--- config.mk ---
export PLATFORM = sky130hd
export DESIGN_NAME = csi_rx_packet_parser
export DESIGN_NICKNAME = d
export VERILOG_FILES = /design/src/rtl/csi_rx_packet_parser.sv
export SDC_FILE = /design/constraint.sdc
export NUM_CORES = 1
export LEC_CHECK = 0
export CAP_MARGIN = 25
export CORE_UTILIZATION = 55
export DETAILED_ROUTE_END_ITERATION = 8
export GPL_TIMING_DRIVEN = 0
export MAX_ROUTING_LAYER = met4
export PLACE_DENSITY = 0.82
export SETUP_SLACK_MARGIN = 0.05
export SLEW_MARGIN = 30
export SYNTH_ARGS = -nofsm -noshare
export SYNTH_HDL_FRONTEND = slang
export SYNTH_SLANG_ARGS = --single-unit
--- constraint.sdc ---
create_clock -name CLK -period 4.6 [get_ports CLK]
set_input_delay 0.92 -clock CLK [delete_from_list [all_inputs] [get_ports CLK]]
set_output_delay 0.92 -clock CLK [all_outputs]
set_load 0.1 [all_outputs]
--- src/rtl/csi_rx_packet_parser.sv ---
// CSI-2 receive packet parser: header ECC check/correction, long-packet payload
// extraction with byte enables, and truncation detection on a 32-bit merged-lane stream.
module csi_rx_packet_parser (
   input  logic        CLK,
   input  logic        RST,
   input  logic [31:0] DIN,
   input  logic        DIN_VALID,
   output logic        HDR_VALID,
   output logic [1:0]  VC,
   output logic [5:0]  DT,
   output logic [15:0] WC,
   output logic        ECC_CORR,
   output logic        ECC_ERR,
   output logic [31:0] DOUT,
   output logic [3:0]  DOUT_KEEP,
   output logic        DOUT_VALID,
   output logic        DOUT_LAST,
   output logic        TRUNC_ERR,
   output logic [1:0]  STATE
);

   typedef enum logic [1:0] {
      IDLE    = 2'd0,
      PAYLOAD = 2'd1,
      DRAIN   = 2'd2
   } state_t;

   // Data-bit membership of each ECC parity equation (bit i set = DIN[i] participates).
   localparam logic [23:0] M0 = 24'hF12CB7;
   localparam logic [23:0] M1 = 24'hF2555B;
   localparam logic [23:0] M2 = 24'h749A6D;
   localparam logic [23:0] M3 = 24'hB8E38E;
   localparam logic [23:0] M4 = 24'hDF03F0;
   localparam logic [23:0] M5 = 24'hEFFC00;

   state_t      state, state_next;
   logic [15:0] rem, rem_next;

   logic [5:0]  ecc_calc;
   logic [5:0]  syndrome;
   logic [23:0] hdr_fix;
   logic        col_hit;
   logic        hdr_corr;
   logic        hdr_bad;

   logic        take_hdr;
   logic        take_err;
   logic        take_word;
   logic [3:0]  word_keep;
   logic        word_last;
   logic        trunc;

   always_comb begin
      ecc_calc = {^(DIN[23:0] & M5), ^(DIN[23:0] & M4), ^(DIN[23:0] & M3),
                  ^(DIN[23:0] & M2), ^(DIN[23:0] & M1), ^(DIN[23:0] & M0)};
      syndrome = ecc_calc ^ DIN[29:24];
      hdr_fix  = DIN[23:0];
      col_hit  = 1'b0;
      // A syndrome equal to a data column identifies the single flipped data bit.
      for (int i = 0; i < 24; i++) begin
         if (syndrome == {M5[i], M4[i], M3[i], M2[i], M1[i], M0[i]}) begin
            hdr_fix[i] = ~DIN[i];
            col_hit    = 1'b1;
         end
      end
      hdr_corr = col_hit || $onehot(syndrome);
      hdr_bad  = (syndrome != 6'd0) && !hdr_corr;
   end

   always_comb begin
      state_next = state;
      rem_next   = rem;
      take_hdr   = 1'b0;
      take_err   = 1'b0;
      take_word  = 1'b0;
      word_keep  = 4'hF;
      word_last  = 1'b0;
      trunc      = 1'b0;
      case (state)
         IDLE: begin
            if (DIN_VALID) begin
               if (hdr_bad) begin
                  take_err   = 1'b1;
                  state_next = DRAIN;
               end else begin
                  take_hdr = 1'b1;
                  if (hdr_fix[5:0] <= 6'h0F || hdr_fix[23:8] == 16'd0) begin
                     state_next = DRAIN;
                  end else begin
                     state_next = PAYLOAD;
                     rem_next   = hdr_fix[23:8];
                  end
               end
            end
         end
         PAYLOAD: begin
            if (DIN_VALID) begin
               take_word = 1'b1;
               if (rem > 16'd4) begin
                  rem_next = rem - 16'd4;
               end else begin
                  // Bytes past the remaining count (CRC footer, padding) are masked off.
                  word_keep  = 4'((5'd1 << rem[2:0]) - 5'd1);
                  word_last  = 1'b1;
                  rem_next   = 16'd0;
                  state_next = DRAIN;
               end
            end else begin
               trunc      = 1'b1;
               rem_next   = 16'd0;
               state_next = IDLE;
            end
         end
         DRAIN: begin
            if (!DIN_VALID) state_next = IDLE;
         end
         default: state_next = IDLE;
      endcase
   end

   always_ff @(posedge CLK or posedge RST) begin
      if (RST) begin
         state      <= IDLE;
         rem        <= 16'd0;
         HDR_VALID  <= 1'b0;
         ECC_CORR   <= 1'b0;
         ECC_ERR    <= 1'b0;
         VC         <= 2'd0;
         DT         <= 6'd0;
         WC         <= 16'd0;
         DOUT       <= 32'd0;
         DOUT_KEEP  <= 4'd0;
         DOUT_VALID <= 1'b0;
         DOUT_LAST  <= 1'b0;
         TRUNC_ERR  <= 1'b0;
      end else begin
         state      <= state_next;
         rem        <= rem_next;
         HDR_VALID  <= take_hdr;
         ECC_CORR   <= take_hdr && hdr_corr;
         ECC_ERR    <= take_err;
         DOUT_VALID <= take_word;
         DOUT_LAST  <= word_last;
         TRUNC_ERR  <= trunc;
         if (take_hdr) begin
            WC <= hdr_fix[23:8];
            VC <= hdr_fix[7:6];
            DT <= hdr_fix[5:0];
         end
         if (take_word) begin
            DOUT      <= DIN;
            DOUT_KEEP <= word_keep;
         end
      end
   end

   assign STATE = state;

endmodule
==> results.md, run 1 <==
- Status: finished, violations left
- CP max stage cell: fa_1
- Inst Count DP: 783
- Grt met3 use: 5.69%
- DPL Wire Length: 12.1 mm
- Drt via density: 5.96
- Hold Path End: DOUT[31]
- Failing checks: setup timing
- Final setup slack of the worst path: -445 ps
- Largest cells by area after synthesis: dfrtp_1 (39%), nand2_1 (9.1%), xnor2_1 (6.8%)
- Die ar.: 10,200 um^2
- Aggregate global routing overflow: 0
- CP Cell Sequence: dlygate4sd2_1 > xnor2_2 > xnor3_2 > xnor2_4 > inv_4 > ha_1 > fa_1 > and2_4 > fa_1 > nor4_4 > a211oi_2 > o2111ai_2 > nor3_4 > buf_6 > buf_6 > o21ai_4 > mux2_4
- Placed Area: 6690 um^2
- Core area: 9370 um^2
- Starting Density: 57.4%
- GR Util met1: 45.0%
- Distinct cells, synth: 75
- R2R setup slack: 1500 ps
- CTS sink cnt: 84
- Adder-cell share of the synthesized area: 1.67%
- Largest family of logic cells by synthesized area: simple AND/OR/NAND/NOR gates
- Worst setup SP type: input pin
- Reg clk slew, reported paths: 100 ps
- Io pins: 103
- Synth Flop Type: dfrtp_1
- Synth Area in Compound Gates: 12.3%
- Vias in the first global route: 4,845
- Seq cells post-synth: 84
- RSZ-0062 raised after global routing: true
- Number of synthesized flops with an enable pin: 0
- CTS Buf Count: 9
- Post-Place Worst Slack: -1900 ps
- # port buffers: 99
- CTS Buffer Depth: 2
- Clk_skew: 10.0 ps
- Met2 usage: 56.6%
- Antenna-violating nets left: 0
- Final setup fails: 44
- Largest area contributor in the netlist: dfrtp_1
- Post-synthesis sequential area ratio: 39.1%
- Largest net degree at the start of global routing: 62
- Slew HR: 33.6%
- CTS tree: yes
- Fmax: 198 MHz
- Finished Layout Cells: 835
- CP arrival: 5290 ps
- GPL Wtd Cong: 0.914
- Hold_sp: DOUT[31]
- Area Growth Syn to Fin: 38.0%
- Residual DRC: 0
- Layer with the highest usage: met2
- Total Nets Final: 742
- Critical Path Sink Type: flip-flop
- Fin crit share: 110%
- Gr usage total: 35.4%
- Initial antenna violation count: 0
- Total of max-cap violations: 0
- Crit-path max FO: 5
- XOR/XNOR Fraction of Synth Area: 20.2%
- Wire per inst: 20.4 um
- Top cell type's share of synthesized area: 39.1%
- Layout cells sized above 1: 24.5%
- Slew Viols, Final: 0
- Hold Crit Class: reg -> reg
- FP Rows: 35
- Register-to-Register Path Depth: 8
- Crit Reg-Reg Startpoint: STATE[1]
- First-pass GRT wire length: 26.0 mm
- Via count of the routed design: 4,978
- Synthesis warning total: 0
- Clock Latency Late Sink: 360 ps
- CTS Root Cell: clkbuf_8
- Crit path max-delay family: adder cells
- FF-to-FF End: rem[13]
- Die span in y: 101 um
- First-pass DRT Iterations: 6
- Simple logic cell fraction of the synthesized area: 20.8%
- Fin. Hold Viols: 0
- Min Tclk post-route: 5050 ps
- Cell Area, Synth: 5380 um^2
- Max incr delay on CP: 590 ps
- WHS Path Cells: 2
- Mux cell area share after synthesis: 3.28%
- Worst slew pin tran: 993 ps
- CP bufs+invs: 4
- Die Wd: 101 um
- Ant diodes: 0
- Wirelength, routed: 17.1 mm
- DR iter-0 viols: 463
- Cell area after layout: 7420 um^2
- Post-Synthesis Cells: 554
- # H-tree levels: 3
- Crit Path Category: in -> reg
- Syn Area/Cell: 9.71 um^2
- Required time worst endpoint: 4850 ps
- Syn Nets: 595
- FFs w/ async S/R, synth: 100%
-- Yosys cell counts (3+ instances only) --
cell type	n
mux2_2	9
and3_1	4
xnor3_1	10
ha_1	4
xor2_2	3
xnor2_1	42
xnor2_2	6
mux2i_1	3
o21ai_0	8
nor2_1	42
clkbuf_1	10
buf_2	7
nand3_1	21
o211ai_1	10
dfrtp_1	84
nor4_1	6
a21oi_1	18
inv_1	9
mux2_1	4
a2111oi_0	10
or3_1	5
nand2_1	131
a31oi_1	4
a221o_1	4
nor3_1	13
xor2_1	19
nand2b_1	3
-- worst max path at each step --
stage	startpoint	endpoint	slack, ps	cells past startpoint
2_1_floorplan	DIN[10]	rem[12]	-640	17
6_report	DIN[9]	rem[3]	-450	17
5_1_grt	DIN[6]	WC[4]	-610	20
4_1_cts	DIN[10]	WC[10]	-460	18
3_3_place_gp	DIN[10]	rem[10]	-1770	18
3_5_place_dp	DIN[10]	rem[6]	-1900	18
-- metrics by stage --
step	utilization, %	TNS (ps)	hold WS [ps]
floorplan	-	-21520	495
global placement	71.0	-71530	458
detailed placement	71.4	-76340	465
CTS	77.8	-16510	488
global route	79.2	-23830	511
finish	79.2	-16220	486
-- flip-flops by register name, summed over array words and instances (netlist names) --
register and flops:
DOUT_LAST 1, WC 16, ECC_ERR 1, rem 16, VC 2, DOUT 32, STATE 2, HDR_VALID 1
DOUT_VALID 1, DOUT_KEEP 4, ECC_CORR 1, DT 6, TRUNC_ERR 1
-- worst min-delay path, stage by stage, from the launching register on --
cell and delay (ps):
dfrtp_1 360, nand2_1 50, nand2_1 50
-- per-layer routing --
metal	share of wire [%]	vias up
met5	0	-
met3	7.3	48
met1	41	2448
met4	3.3	0
met2	49	260
li1	-	2222
-- layout make-up --
type	instances	area [um^2]
inverter	10	45.0
clock buffer	9	124
sequential	84	2100
multi-input combinational	438	3430
timing repair buffer	136	1320
buffer	22	165
clock inverter	7	80.1
tap	129	161
fill	616	1950
-- logic make-up after synthesis --
group                      after synthesis
AOI/OAI and AO/OA                       85
buffers and inverters                   32
and+or+nand+nor                        244
adders and majority gates                6
DFF                                     84
muxes                                   16
xor gates and xnor gates                87
-- timing repair --
item                                   in CTS  in global routing
setup buffers                              27                  8
setup endpoints to repair                  45                 44
endpoints found under the hold margin       0                  0
pin swaps                                  31                 18
gates cloned                                1                  0
hold buffers                                0                  0
gates resized for setup                   121                 23
-- cells in the final DEF (no fill, tap or decap), types with 11 or more instances in the layout --
cell and instances:
a21oi_2 11, buf_4 31, clkdlybuf4s50_1 77, dfrtp_1 84
nand2_1 129, nand3_1 21, nor2_1 34, nor3_1 13
xnor2_1 34, xnor2_2 13, xor2_1 15
Power of run 1 is not shown: default switching activity piles up to over one toggle a cycle in this logic, so the estimate is an artifact.
==> run 2: changes to the inputs <==
--- a/config.mk
+++ b/config.mk
@@ -11,7 +11,7 @@
 export GPL_TIMING_DRIVEN = 0
 export MAX_ROUTING_LAYER = met4
 export PLACE_DENSITY = 0.82
-export SETUP_SLACK_MARGIN = 0.05
+export SETUP_SLACK_MARGIN = 0.15
 export SLEW_MARGIN = 30
 export SYNTH_ARGS = -nofsm -noshare
 export SYNTH_HDL_FRONTEND = slang
==> results of run 2 <==
Same layout as run 1: the final DEF is identical, and so are final timing and power.
Power of run 2 is left out for the same reason.
